[src/rtl/ip_csum_sched_pkg.sv]
// Shared types for the checksum-engine scheduler: FSM encoding, engine beat, engine constants.
package ip_csum_pkg;

    typedef enum logic [2:0] {
        ST_IDLE = 3'd0,
        ST_CLR  = 3'd1,
        ST_FEED = 3'd2,
        ST_PAD  = 3'd3,
        ST_WAIT = 3'd4,
        ST_DONE = 3'd5
    } state_t;

    localparam int unsigned CSUM_LAT_DEF = 2;
    localparam logic [15:0] CSUM_EMPTY   = 16'hFFFF;

    // One byte presented to the checksum engine with its strobes
    typedef struct packed {
        logic       dv_even;
        logic       dv_odd;
        logic [7:0] data;
    } csum_beat_t;

endpackage

[src/rtl/ip_csum_sched_if.sv]
// Client + engine bundle of the checksum scheduler; abort exists only with IP_CSUM_SCHED_ABORT_EN.
interface ip_csum_sched_if #(
    parameter int unsigned N_REQ = 4,
    parameter int unsigned LEN_W = 11
);
    logic [N_REQ-1:0]       req;
    logic [N_REQ*LEN_W-1:0] req_len;
    logic [N_REQ*8-1:0]     req_data;
    logic [N_REQ-1:0]       gnt;
    logic                   rd_en;
    logic                   csum_reset;
    logic                   csum_dv_even;
    logic                   csum_dv_odd;
    logic [7:0]             csum_data;
    logic [15:0]            csum_result;
    logic [15:0]            result;
    logic [N_REQ-1:0]       done;
    logic                   busy;
`ifdef IP_CSUM_SCHED_ABORT_EN
    logic                   abort;
`endif

    modport master (
        input  req, req_len, req_data, csum_result,
        output gnt, rd_en, csum_reset, csum_dv_even, csum_dv_odd, csum_data,
               result, done, busy
`ifdef IP_CSUM_SCHED_ABORT_EN
        , output abort
`endif
    );

    modport slave (
        output req, req_len, req_data, csum_result,
        input  gnt, rd_en, csum_reset, csum_dv_even, csum_dv_odd, csum_data,
               result, done, busy
`ifdef IP_CSUM_SCHED_ABORT_EN
        , input abort
`endif
    );

endinterface

[src/rtl/ip_csum_sched_rr_arb.sv]
// Round-robin priority encoder; the pointer advances past the winner whenever a grant is loaded.
module ip_csum_rr_arb #(
    parameter int unsigned N_REQ = 4,
    parameter int unsigned IDX_W = 2
) (
    input  logic             clk,
    input  logic             reset,
    input  logic [N_REQ-1:0] i_req,
    input  logic             i_load,
    output logic [N_REQ-1:0] o_gnt,
    output logic [IDX_W-1:0] o_idx
);

    logic [IDX_W-1:0] r_ptr;
    logic [IDX_W-1:0] w_cand;
    logic             w_found;

    // First requester at or after the pointer, wrapping
    always_comb begin
        o_gnt   = '0;
        o_idx   = '0;
        w_found = 1'b0;
        w_cand  = '0;
        for (int unsigned k = 0; k < N_REQ; k++) begin
            w_cand = IDX_W'((32'(r_ptr) + k) % N_REQ);
            if (!w_found && i_req[w_cand]) begin
                w_found       = 1'b1;
                o_idx         = w_cand;
                o_gnt[w_cand] = 1'b1;
            end
        end
    end

    always_ff @(posedge clk) begin
        if (reset) begin
            r_ptr <= '0;
        end else if (i_load) begin
            r_ptr <= IDX_W'((32'(o_idx) + 1) % N_REQ);
        end
    end

endmodule

[src/rtl/ip_csum_sched.sv]
// Shares one 8-bit ones'-complement checksum engine among N_REQ clients in round-robin order.
// Optional build macro IP_CSUM_SCHED_ABORT_EN: a client dropping req before WAIT aborts its job.
module ip_csum_sched
    import ip_csum_pkg::*;
#(
    parameter int unsigned N_REQ    = 4,
    parameter int unsigned LEN_W    = 11,
    parameter int unsigned CSUM_LAT = CSUM_LAT_DEF
) (
    input  logic            clk,
    input  logic            reset,
    ip_csum_sched_if.master io_bus
);

    localparam int unsigned IDX_W = $clog2(N_REQ);
    localparam int unsigned LAT_W = $clog2(CSUM_LAT + 1);

    state_t           r_state, w_state_nxt;
    logic [N_REQ-1:0] r_gnt, r_done, w_arb_gnt;
    logic [IDX_W-1:0] r_idx, w_arb_idx;
    logic [LEN_W-1:0] r_cnt;
    logic             r_odd;
    logic [LAT_W-1:0] r_lat;
    logic [15:0]      r_result;
    logic             w_load, w_rd_en;
    csum_beat_t       w_beat;
    logic [LEN_W-1:0] w_len_arr  [N_REQ];
    logic [7:0]       w_data_arr [N_REQ];
`ifdef IP_CSUM_SCHED_ABORT_EN
    logic             r_abort, w_abort;
`endif

    ip_csum_rr_arb #(.N_REQ(N_REQ), .IDX_W(IDX_W)) u_arb (
        .clk    (clk),
        .reset  (reset),
        .i_req  (io_bus.req),
        .i_load (w_load),
        .o_gnt  (w_arb_gnt),
        .o_idx  (w_arb_idx)
    );

    always_comb begin
        for (int unsigned k = 0; k < N_REQ; k++) begin
            w_len_arr[k]  = io_bus.req_len[k*LEN_W +: LEN_W];
            w_data_arr[k] = io_bus.req_data[k*8 +: 8];
        end
    end

    // Next state and per-state engine strobes
    always_comb begin
        w_state_nxt = r_state;
        w_load      = 1'b0;
        w_rd_en     = 1'b0;
        w_beat      = '0;
`ifdef IP_CSUM_SCHED_ABORT_EN
        w_abort     = 1'b0;
`endif
        case (r_state)
            ST_IDLE: begin
                if (io_bus.req != '0) begin
                    w_load      = 1'b1;
                    w_state_nxt = ST_CLR;
                end
            end
            ST_CLR:  w_state_nxt = (w_len_arr[r_idx] == '0) ? ST_WAIT : ST_FEED;
            ST_FEED: begin
                w_rd_en        = 1'b1;
                w_beat.data    = w_data_arr[r_idx];
                w_beat.dv_even = ~r_odd;
                w_beat.dv_odd  = r_odd;
                if (r_cnt == LEN_W'(1)) w_state_nxt = r_odd ? ST_WAIT : ST_PAD;
            end
            ST_PAD: begin
                w_beat.dv_odd = 1'b1;
                w_state_nxt   = ST_WAIT;
            end
            ST_WAIT: if (r_lat == '0) w_state_nxt = ST_DONE;
            ST_DONE: w_state_nxt = ST_IDLE;
            default: w_state_nxt = ST_IDLE;
        endcase
`ifdef IP_CSUM_SCHED_ABORT_EN
        // Client withdrew before the engine finished consuming its bytes
        if ((r_state == ST_CLR || r_state == ST_FEED || r_state == ST_PAD) && !io_bus.req[r_idx]) begin
            w_state_nxt = ST_IDLE;
            w_abort     = 1'b1;
            w_rd_en     = 1'b0;
            w_beat      = '0;
        end
`endif
    end

    always_ff @(posedge clk) begin
        if (reset) begin
            r_state  <= ST_IDLE;
            r_gnt    <= '0;
            r_idx    <= '0;
            r_done   <= '0;
            r_cnt    <= '0;
            r_odd    <= 1'b0;
            r_lat    <= LAT_W'(CSUM_LAT - 1);
            r_result <= 16'h0000;
`ifdef IP_CSUM_SCHED_ABORT_EN
            r_abort  <= 1'b0;
`endif
        end else begin
            r_state <= w_state_nxt;
            if (w_load) begin
                r_gnt <= w_arb_gnt;
                r_idx <= w_arb_idx;
            end else if (w_state_nxt == ST_IDLE) begin
                r_gnt <= '0;
            end
            r_done <= (r_state == ST_DONE) ? r_gnt : '0;
            if (r_state == ST_DONE) r_result <= io_bus.csum_result;
            if (r_state == ST_CLR) begin
                r_cnt <= w_len_arr[r_idx];
                r_odd <= 1'b0;
            end else if (r_state == ST_FEED) begin
                r_cnt <= r_cnt - LEN_W'(1);
                r_odd <= ~r_odd;
            end
            r_lat <= (r_state == ST_WAIT) ? r_lat - LAT_W'(1) : LAT_W'(CSUM_LAT - 1);
`ifdef IP_CSUM_SCHED_ABORT_EN
            r_abort <= w_abort;
`endif
        end
    end

    assign io_bus.gnt          = r_gnt;
    assign io_bus.done         = r_done;
    assign io_bus.result       = r_result;
    assign io_bus.busy         = (r_state != ST_IDLE);
    assign io_bus.rd_en        = w_rd_en;
    assign io_bus.csum_reset   = reset | (r_state == ST_CLR);
    assign io_bus.csum_dv_even = w_beat.dv_even;
    assign io_bus.csum_dv_odd  = w_beat.dv_odd;
    assign io_bus.csum_data    = w_beat.data;
`ifdef IP_CSUM_SCHED_ABORT_EN
    assign io_bus.abort        = r_abort;
`endif

endmodule

[src/flat_wrapper.sv]
// flat-port wrapper written by rule: the top's interface ports become plain ports
module ip_csum_sched_flat import ip_csum_pkg::*;
#(
    parameter int unsigned N_REQ    = 4,
    parameter int unsigned LEN_W    = 11,
    parameter int unsigned CSUM_LAT = CSUM_LAT_DEF
)
  (clk, reset, io_bus_req, io_bus_req_len, io_bus_req_data, io_bus_csum_result, io_bus_gnt, io_bus_rd_en, io_bus_csum_reset, io_bus_csum_dv_even, io_bus_csum_dv_odd, io_bus_csum_data, io_bus_result, io_bus_done, io_bus_busy);
  ip_csum_sched_if #(.N_REQ(N_REQ), .LEN_W(LEN_W)) io_bus_i ();
  input  logic clk;
  input  logic reset;
  input wire logic [$bits(io_bus_i.req)-1:0] io_bus_req;
  input wire logic [$bits(io_bus_i.req_len)-1:0] io_bus_req_len;
  input wire logic [$bits(io_bus_i.req_data)-1:0] io_bus_req_data;
  input wire logic [$bits(io_bus_i.csum_result)-1:0] io_bus_csum_result;
  output wire logic [$bits(io_bus_i.gnt)-1:0] io_bus_gnt;
  output wire logic [$bits(io_bus_i.rd_en)-1:0] io_bus_rd_en;
  output wire logic [$bits(io_bus_i.csum_reset)-1:0] io_bus_csum_reset;
  output wire logic [$bits(io_bus_i.csum_dv_even)-1:0] io_bus_csum_dv_even;
  output wire logic [$bits(io_bus_i.csum_dv_odd)-1:0] io_bus_csum_dv_odd;
  output wire logic [$bits(io_bus_i.csum_data)-1:0] io_bus_csum_data;
  output wire logic [$bits(io_bus_i.result)-1:0] io_bus_result;
  output wire logic [$bits(io_bus_i.done)-1:0] io_bus_done;
  output wire logic [$bits(io_bus_i.busy)-1:0] io_bus_busy;
  assign io_bus_i.req = io_bus_req;
  assign io_bus_i.req_len = io_bus_req_len;
  assign io_bus_i.req_data = io_bus_req_data;
  assign io_bus_i.csum_result = io_bus_csum_result;
  assign io_bus_gnt = io_bus_i.gnt;
  assign io_bus_rd_en = io_bus_i.rd_en;
  assign io_bus_csum_reset = io_bus_i.csum_reset;
  assign io_bus_csum_dv_even = io_bus_i.csum_dv_even;
  assign io_bus_csum_dv_odd = io_bus_i.csum_dv_odd;
  assign io_bus_csum_data = io_bus_i.csum_data;
  assign io_bus_result = io_bus_i.result;
  assign io_bus_done = io_bus_i.done;
  assign io_bus_busy = io_bus_i.busy;
  ip_csum_sched #(.N_REQ(N_REQ), .LEN_W(LEN_W), .CSUM_LAT(CSUM_LAT)) u_core (.clk(clk), .reset(reset), .io_bus(io_bus_i));
endmodule
[config.mk]
export PLATFORM = sky130hd
export DESIGN_NAME = ip_csum_sched_flat
export DESIGN_NICKNAME = d
export VERILOG_FILES = /design/src/rtl/ip_csum_sched_pkg.sv /design/src/rtl/ip_csum_sched_if.sv /design/src/rtl/ip_csum_sched_rr_arb.sv /design/src/rtl/ip_csum_sched.sv /design/src/flat_wrapper.sv
export SDC_FILE = /design/constraint.sdc
export NUM_CORES = 1
export LEC_CHECK = 0
export BUFFER_PORTS_ARGS = -buffer_cell sky130_fd_sc_hd__buf_2
export CAP_MARGIN = 20
export CORE_ASPECT_RATIO = 2
export CORE_MARGIN = 2
export CORE_UTILIZATION = 50
export CTS_CLUSTER_SIZE = 8
export DETAILED_ROUTE_END_ITERATION = 10
export PLACE_DENSITY_LB_ADDON = 0.1
export SYNTH_ARGS = -nofsm -noshare
export SYNTH_HDL_FRONTEND = slang
export SYNTH_SLANG_ARGS = --single-unit
[constraint.sdc]
create_clock -name clk -period 8.6 [get_ports clk]
set_input_delay 0.86 -clock clk [delete_from_list [all_inputs] [get_ports clk]]
set_output_delay 0.86 -clock clk [all_outputs]
set_load 0.01 [all_outputs]
==> summary.txt, run 1 <==
Outcome: completed
Most area-hungry cell type in the Yosys netlist: dfxtp_1
Clock sink total: 45
Post-Syn Area per Cell: 9.21 um2
Kind of critical path: flip-flop to flip-flop
CP arrival: 3.21 ns
Core Rows: 38
Port Buffers: 134
Initial Utilization: 52.1%
Final hold vios: 0
Post-synth ARST share: 0%
Reg-to-reg slack, setup: 5.59 ns
Clock power share: 16.7%
Vias: 2,819
Final setup fails: 0
Hold Startpoint: u_core.io_bus.result[1]
Setup TNS: 0 ns
Hold Crit Depth: 2
Number of global-route vias before repair: 2,739
#FFs+latches synth: 45
Multi-input logic area: 1790 um2
Startpoint Class: flip-flop
Via density: 5.81
Seq pwr share: 36.5%
Clock tree root driver cell: clkbuf_8
Fmax: 332 MHz
Sequential-to-total area share from yosys stat: 31.9%
Most frequent cell after synthesis: dfxtp_1
FF-to-FF End: u_core.r_idx[0]
Storage cell area: 901 um2
Final worst path period share: 35.0%
GRT Total Usage: 25.4%
FF-to-FF path depth: 6
Clk Latency, worst-skew pair: 0.29 ns
Final-report max-slew violation count: 0
Placed Instances: 478
Wirelength per Cell: 16.1 um
Share of cells above drive strength 1: 40.2%
CTS Hold Bufs: 0
Clock transition at the registers of the reported paths: 0.08 ns
Top cells by area, synth: dfxtp_1 32%, mux4_2 18%, nand2_1 5.7%, a21oi_1 4.4%, ha_1 4.0%
Nature of the critical path endpoint: flip-flop
Final min period: 3.01 ns
First-pass GRT wire length: 12.6 mm
RSZ-0062 raised after global routing: false
Num ports: 135
RD Place Congestion: 0.878
Synthesis Warnings: 0
Number of synthesized flops with an enable pin: 0
Antenna viol nets, final: 0
Post-CTS setup buffers: 0
Worst Hold Endpoint: u_core.io_bus.result[1]
Pwr Density: 221 nW/um2
P_int: 486 uW
CTS tree: done
RR Startpoint: u_core.u_arb.r_ptr[0]
Cell Area, Synth: 2830 um2
HPWL Detailed: 6.18 mm
Post-CTS resize count: 0
Htree depth: 2
Total wire length: 7.80 mm
Max FO, Critical Path: 17
Largest net degree at the start of global routing: 44
Die area: 6310 um2
Max-cap violations: 0
Leak Pwr: 1.53 nW
Data required, critical path: 8.80 ns
Post-Synthesis Net Count: 414
# fillers: 478
Proportion of power drawn by combinational gates: 46.8%
CTS Buf Count: 5
Hold crit path type: flip-flop to flip-flop
Tightest Pin Transition: 0.868 ns
Initial antenna violation count: 0
Ant diodes: 0
Slew margin rel.: 42.1%
Switch share: 38.4%
Count of cell types in the netlist: 48
Top FF cell, synth: dfxtp_1
Share of the synthesized area in the top cell type: 31.9%
TritonRoute pass-1 iters: 4
Area of the core: 5420 um2
Iteration-0 DRC Markers: 113
Post-synth top cells: 45 x dfxtp_1, 43 x nand2_1, 25 x a21oi_1
Maximum clock path buffer count: 2
Mapped Cells: 307
Sw Pwr: 302 uW
Worst Skew: 0.00740 ns
Area Growth Syn to Fin: 26.4%
Non-filler cells, final: 485
Max VDD drop: 178 uV
Width of the die: 57.2 um
Layout net count: 532
Grt total ovfl: 0
Die height: 110 um
# DRC: 0
-- how the worst max path moves through the flow --
stage	from	endpoint	slack, ns	cells after the start
global route	u_core.u_arb.r_ptr[0]	u_core.r_idx[0]	5.31	6
global placement	u_core.u_arb.r_ptr[0]	u_core.r_idx[0]	5.72	6
floorplan	u_core.u_arb.r_ptr[0]	u_core.r_idx[0]	5.76	8
CTS	u_core.u_arb.r_ptr[0]	u_core.r_idx[0]	5.61	6
detailed placement	u_core.u_arb.r_ptr[0]	u_core.r_idx[0]	5.62	6
finish	u_core.u_arb.r_ptr[0]	u_core.r_idx[0]	5.59	6
-- power groups by stage --
stage / logic [mW] / registers [mW] / clock network (mW)
after floorplan: 0.299 / 0.268 / 0
after global routing: 0.407 / 0.293 / 0.141
after global placement: 0.362 / 0.291 / 0
after CTS: 0.369 / 0.287 / 0.134
after detailed placement: 0.368 / 0.292 / 0
final: 0.368 / 0.288 / 0.132
-- placed cells by master, fill, tap and decap left out, types with 2 or more instances in the layout --
cell	count
mux2i_1	3
o311ai_1	2
a211oi_1	4
o21ai_0	2
o211ai_1	3
a22oi_1	8
inv_1	7
buf_2	134
o21ai_1	5
nor4_1	7
dfxtp_1	45
or3b_1	4
a41oi_1	2
nand2_1	43
a221oi_1	3
nand3_1	8
nor3_1	6
nand3b_1	2
buf_4	2
or4_1	3
clkbuf_8	6
mux4_2	23
xnor2_1	2
a31oi_1	6
nor3b_1	7
a21o_1	2
a21oi_1	25
ha_1	9
a22o_1	4
nor2_1	20
or3_1	2
and2_1	9
-- registers in the layout, indices dropped and copies added, names as in the netlist --
name and flops:
u_core.io_bus.result 16, u_core.r_cnt 11, u_core.io_bus.done 4, u_core.r_state 3, u_core.r_lat 2, u_core.r_odd 1, u_core.r_idx 2, u_core.u_arb.r_ptr 2
u_core.io_bus.gnt 4
-- area by class of cell --
type | instances | share of cell area [%]
Multi-Input combinational cell | 229 | 50.1
Sequential cell | 45 | 25.2
Timing Repair Buffer | 136 | 19.2
Clock buffer | 6 | 2.31
Tap cell | 60 | 2.10
Inverter | 8 | 0.840
Clock inverter | 1 | 0.210
-- stage by stage --
| step | setup WS [ns] | util [%] | total power [mW] | cell area, um2 | hold slack (ns) |
|---|---|---|---|---|---|
| after floorplan | 5.76 | - | 0.567 | 2830 | 0.446 |
| after global placement | 5.72 | 64.3 | 0.653 | 3480 | 0.439 |
| after detailed placement | 5.62 | 64.3 | 0.659 | 3480 | 0.444 |
| after CTS | 5.61 | 65.9 | 0.790 | 3570 | 0.455 |
| after global routing | 5.31 | 65.9 | 0.842 | 3570 | 0.471 |
| final | 5.59 | 65.9 | 0.788 | 3570 | 0.452 |
-- cell families (layout without fill, tap and decap cells) --
kind of cell    Yosys count  count (layout)  synth area share (%)
simple gates            119             119                  22.2
compound gates           71              71                  16.5
flops                    45              45                  31.9
buf+inv                  33             151                  4.74
mux                      27              27                  19.8
fa+ha+maj                 9               9                  3.98
xor+xnor                  3               3                 0.930
-- per-layer routing --
layer / global-route usage, % / share of wire (%) / vias to the layer above / routed length [um]
met1: 28.5 / 37 / 1327 / 2880
met4: 9.63 / 2.4 / 0 / 191
met5: 0 / 0 / - / 0
met3: 3.62 / 4.7 / 16 / 366
li1: - / - / 1386 / -
met2: 47.5 / 56 / 90 / 4360
-- critical path, cell delays in order (launching register included) --
cell      delay (ns)
dfxtp_1         0.77
inv_1           0.18
ha_1            0.47
mux4_2          0.63
nor2b_1         0.39
o21ai_1         0.17
a311oi_1        0.30
No activity file was read; power rests on OpenSTA's default activity.
==> run 2: changes to the inputs <==
Settings changed: CORE_UTILIZATION 50 to 42.
Clock period 8.6 ns to 2.4 ns, I/O delays scaled along.
==> run 2 against run 1 <==
Against the previous run:
- utilization decreased by 8.1 points
- combinational power increased to 4.0 times the previous value
- worst hold slack got worse by 0.27 ns
- sequential share of layout area decreased by 1.4 points
- via count increased by 2.3%
- wire length increased by 6.2%
- cell area increased by 6.2%
- cell count increased by 8.2%
- register-to-register slack got worse by 5.5 ns
- critical path depth unchanged
- fmax increased by 33%
==> summary.txt, run 2 (synthesis results as in run 1) <==
Initial antenna violation count: 0
CP arrival: 2.47 ns
RSZ-0062 raised after global routing: false
Clock tree root driver cell: clkbuf_16
HPWL Detailed: 6.61 mm
Pwr Density: 852 nW/um2
Post-CTS setup buffers: 0
Port Buffers: 134
RD Place Congestion: 0.831
Slew margin rel.: 63.4%
Hold crit path type: input port to flip-flop
Worst path slowest cell: mux4_2
Wirelength per Cell: 15.8 um
Final setup fails: 0
Total wire length: 8.29 mm
Largest net degree at the start of global routing: 27
GRT Total Usage: 22.7%
Via density: 5.49
TritonRoute pass-1 iters: 4
Ant diodes: 0
Place WS: 0.180 ns
Worst Skew: 0.00540 ns
Startpoint Class: flip-flop
Slowest stage delay, CP: 0.53 ns
Initial Utilization: 43.0%
CTS Hold Bufs: 0
Max VDD drop: 459 uV
Htree depth: 2
Grt total ovfl: 0
Number of global-route vias before repair: 2,796
Antenna viol nets, final: 0
Crit path to: u_core.r_state[2]
Kind of critical path: flip-flop to flip-flop
Fmax: 442 MHz
Stages on worst setup path: 6
Final worst path period share: 94.2%
PnR worst setup slack: 0.139 ns
Area Growth Syn to Fin: 34.3%
Max FO, Critical Path: 20
Iteration-0 DRC Markers: 159
Layout net count: 543
Commonest cells after routing, fill and taps aside: 134 x buf_2, 44 x dfxtp_1, 43 x nand2_1, 25 x a21oi_1, 23 x mux4_2
CTS tree: done
Data required, critical path: 2.61 ns
FF-to-FF End: u_core.r_state[2]
Final-report max-slew violation count: 0
Area of the core: 6570 um2
Clock sink total: 45
Maximum clock path buffer count: 2
Clock transition at the registers of the reported paths: 0.06 ns
Post-CTS resize count: 0
Worst setup path start: u_core.r_idx[0]
RR Startpoint: u_core.r_idx[0]
Top delay family on crit path: simple AND/OR/NAND/NOR gates
FF-to-FF path depth: 6
Leak Pwr: 1.63 nW
CTS Buf Count: 5
Reg-to-reg slack, setup: 0.14 ns
Setup TNS: 0 ns
Tightest Pin Transition: 0.550 ns
Width of the die: 62.0 um
Nature of the critical path endpoint: flip-flop
Die height: 120 um
Worst Path Buf+Inv: 1
Core Rows: 42
# DRC: 0
Share of cells above drive strength 1: 42.1%
Outcome: completed
Final min period: 2.26 ns
Vias: 2,884
Final hold vios: 0
Max reg flops: 16
Die area: 7440 um2
Most common cell after layout, fill and taps aside: buf_2
Max-cap violations: 0
Final Power: 3.23 mW
Critical Path, Cell by Cell: buf_12 -> mux4_2 -> nor4_1 -> nand3_1 -> or3b_1 -> a31oi_1
Clk Latency, worst-skew pair: 0.28 ns
Hold Crit Depth: 3
First-pass GRT wire length: 12.8 mm
Num ports: 135
-- run 2: area by class of cell --
class,instances,area (um2)
inverter,8,30.0
tap,88,110
clock inverter,2,38.8
multi-input combinational,229,1800
timing repair buffer,147,781
fill,637,2770
clock buffer,6,129
sequential,45,905
-- run 2: power breakdown --
group / switching (mW) / internal (mW) / total [mW]
Combinational: 0.742 / 0.738 / 1.48
Clock: 0.285 / 0.493 / 0.778
Sequential: 0.126 / 0.851 / 0.977
Total: 1.15 / 2.08 / 3.23
-- run 2: how the worst min path moves through the flow --
stage	start	end	slack (ns)
3_5_place_dp	u_core.io_bus.result[13]	u_core.io_bus.result[13]	0.44
4_1_cts	io_bus_csum_result[0]	u_core.io_bus.result[0]	0.19
6_report	io_bus_csum_result[12]	u_core.io_bus.result[12]	0.19
3_3_place_gp	u_core.io_bus.result[13]	u_core.io_bus.result[13]	0.44
2_1_floorplan	io_bus_csum_result[0]	u_core.io_bus.result[0]	0.38
5_1_grt	io_bus_csum_result[13]	u_core.io_bus.result[13]	0.18
-- run 2: metrics by stage --
stage               cell area (um2)  utilization [%]  hold WS [ns]  cells
finish                         3800             57.8         0.187    525
detailed placement             3630             55.2         0.444    517
global route                   3800             57.8         0.180    525
CTS                            3800             57.8         0.185    525
global placement               3630             55.2         0.439    517
floorplan                      2850                -         0.376    307
-- run 2: per-layer routing --
metal	global-route usage [%]	part of all wire (%)	vias up
li1	-	-	1408
met1	23.6	36	1365
met2	41.4	57	90
met3	4.20	4.7	21
met4	8.91	2.7	0
met5	0	0	-
-- run 2: worst register-to-register path: cells and delay by family, from the launching register on --
family | cells | cell delay (ns)
AO/OA/AOI/OAI | 1 | 0.17
flip-flops | 1 | 0.35
buffers and inverters | 1 | 0.20
AND/OR/NAND/NOR | 3 | 0.92
multiplexers | 1 | 0.53
==> run 3: changes to the inputs <==
Settings changed: ABC_AREA set to 1, CORE_UTILIZATION 42 to 45, CTS_BUF_LIST set to sky130_fd_sc_hd__clkbuf_4 sky130_fd_sc_hd__clkbuf_8.
==> run 3 against run 2 <==
Against the previous run:
- via count up 29%
- first-iteration DRC count up 35%
- combinational power up 70%
- sequential power about the same
- critical endpoint is now io_bus_csum_data[4]
- largest power group unchanged
==> summary.txt, run 3 <==
Tightest Pin Transition: 0.612 ns
Clock transition at the registers of the reported paths: 0.09 ns
Data required, critical path: 2.16 ns
Final worst path period share: 82.7%
Max-cap violations: 0
First-pass GRT wire length: 16.2 mm
Final Power: 4.02 mW
RR Startpoint: u_core.u_arb.r_ptr[0]
Hold crit path type: input port to flip-flop
Final min period: 1.98 ns
CTS Hold Bufs: 0
Share of the synthesized area in the top cell type: 29.1%
Num ports: 135
Clock tree root driver cell: clkbuf_8
RSZ-0062 raised after global routing: false
Antenna viol nets, final: 0
Grt total ovfl: 0
Most frequent cell after synthesis: nand2_1
TritonRoute pass-1 iters: 5
Maximum clock path buffer count: 2
Place WS: 0.555 ns
# DRC: 0
PnR worst setup slack: 0.415 ns
Mapped Cells: 507
Ant diodes: 0
Post-Syn Area per Cell: 6.10 um2
Max reg flops: 16
Port Buffers: 134
Number of global-route vias before repair: 3,679
Initial Utilization: 46.7%
Wirelength per Cell: 13.8 um
Leak Pwr: 2.03 nW
Setup TNS: 0 ns
Seq pwr share: 25.2%
Area of the core: 6620 um2
Cell Area, Synth: 3090 um2
Outcome: completed
Sequential-to-total area share from yosys stat: 29.1%
Clock power share: 12.3%
Die height: 121 um
Final hold vios: 0
RD Place Congestion: 0.944
Most area-hungry cell type in the Yosys netlist: dfxtp_1
Share of cells above drive strength 1: 26.5%
GRT Total Usage: 26.6%
Post-synth ARST share: 0%
Count of cell types in the netlist: 36
CTS Buf Count: 5
Fmax: 504 MHz
Die area: 7600 um2
Commonest cells after routing, fill and taps aside: 134 x buf_2, 126 x nand2_1, 94 x nor2_1, 61 x nand3_1, 45 x dfxtp_1
Most common cell after layout, fill and taps aside: buf_2
Final-report max-slew violation count: 0
Layout net count: 739
Area Growth Syn to Fin: 25.8%
Clk Latency, worst-skew pair: 0.30 ns
Width of the die: 62.6 um
Synthesis Warnings: 0
Initial antenna violation count: 0
Top FF cell, synth: dfxtp_1
Worst setup path start: u_core.r_idx[1]
HPWL Detailed: 7.84 mm
CP arrival: 1.74 ns
Slew margin rel.: 59.0%
Htree depth: 2
Max FO, Critical Path: 19
# fillers: 714
Proportion of power drawn by combinational gates: 62.5%
Vias: 3,714
CTS tree: done
Startpoint Class: flip-flop
Max VDD drop: 711 uV
Iteration-0 DRC Markers: 215
Total wire length: 9.95 mm
P_int: 1.95 mW
Worst hold slack: 0.155 ns
Post-synth top cells: 126 x nand2_1, 94 x nor2_1, 61 x nand3_1
Top cells by area, synth: dfxtp_1 29%, nand2_1 15%, nor2_1 11%, nand3_1 9.9%, o21ai_0 7.1%
Post-Synthesis Net Count: 614
Post-CTS resize count: 0
#FFs+latches synth: 45
Clock sink total: 45
Post-CTS setup buffers: 0
Final setup fails: 0
Core Rows: 42
Worst Skew: 0.00987 ns
Hold Startpoint: io_bus_csum_result[14]
Kind of critical path: flip-flop to primary output
Via density: 5.15
Number of synthesized flops with an enable pin: 0
Switch share: 51.5%
Sw Pwr: 2.07 mW
Largest net degree at the start of global routing: 40
Pwr Density: 1030 nW/um2
Nature of the critical path endpoint: primary output
run 3: changes by cell type in the layout (fill, tap and decap cells not counted), moves of 6 or more:
| cell | change |
|---|---|
| nand2_1 | +83 |
| nor2_1 | +74 |
| nand3_1 | +53 |
| o21ai_0 | +42 |
| inv_1 | +28 |
| mux4_2 | -23 |
| and2_1 | -9 |
| a22oi_1 | -7 |
| nor3b_1 | -7 |
| nor4_1 | -7 |
| a21oi_1 | -6 |
| buf_4 | -6 |
| nand4_1 | +6 |
run 3: area by class of cell:
type	instances	area (um2)	area share [%]
clock buffers	5	68.8	1.77
multi-input cells	398	1910	49.1
well taps	88	110	2.83
inverters	42	160	4.11
clock inverters	3	25.0	0.643
repair buffers	140	716	18.4
flip-flops and latches	45	901	23.1
run 3: per-layer routing:
layer  track usage, %  up-vias  routed length, um
li1                 -     1902                  -
met1             25.6     1645               3560
met2             51.2      125               5330
met3             3.43       42                458
met4             17.5        0                601
met5                0        -                  0
run 3: power by group through the flow:
stage / registers (mW) / clock network [mW] / logic [mW]
finish: 1.01 / 0.496 / 2.51
detailed placement: 1.03 / 0 / 2.49
global placement: 1.02 / 0 / 2.45
CTS: 1.01 / 0.516 / 2.50
floorplan: 1.03 / 0 / 1.92
global route: 1.03 / 0.541 / 2.85
run 3: kinds of logic after synthesis:
family                   after synthesis  share of synthesized area (%)
adder cells (fa/ha/maj)                9                           3.64
flip-flops                            45                           29.1
AND/OR/NAND/NOR                      308                           43.8
buffers and inverters                 64                           9.10
AO/OA/AOI/OAI                         79                           13.8
XOR/XNOR                               2                          0.566
run 3: critical path, cell delays in order (launching register included):
cell,delay [ns]
dfxtp_1,0.35
clkinv_1,0.44
nor2_1,0.23
o21ai_0,0.10
a21oi_1,0.16
buf_2,0.16
run 3: final timing paths:
| kind | slack, ns | endpoint | depth (start not counted) |
|---|---|---|---|
| worst min-delay path | 0.15 | u_core.io_bus.result[14] | 3 |
| worst max register to register | 0.51 | u_core.io_bus.gnt[3] | 10 |
| worst max-delay path | 0.42 | io_bus_csum_data[4] | 5 |
| worst min register to register | 0.43 | u_core.r_lat[0] | 1 |
run 3: metrics by stage:
stage          utilization [%]  cells  area, um2
2_1_floorplan                -    507       3090
3_3_place_gp              57.4    713       3800
3_5_place_dp              57.4    713       3800
4_1_cts                   58.8    721       3890
5_1_grt                   58.8    721       3890
6_report                  58.8    721       3890
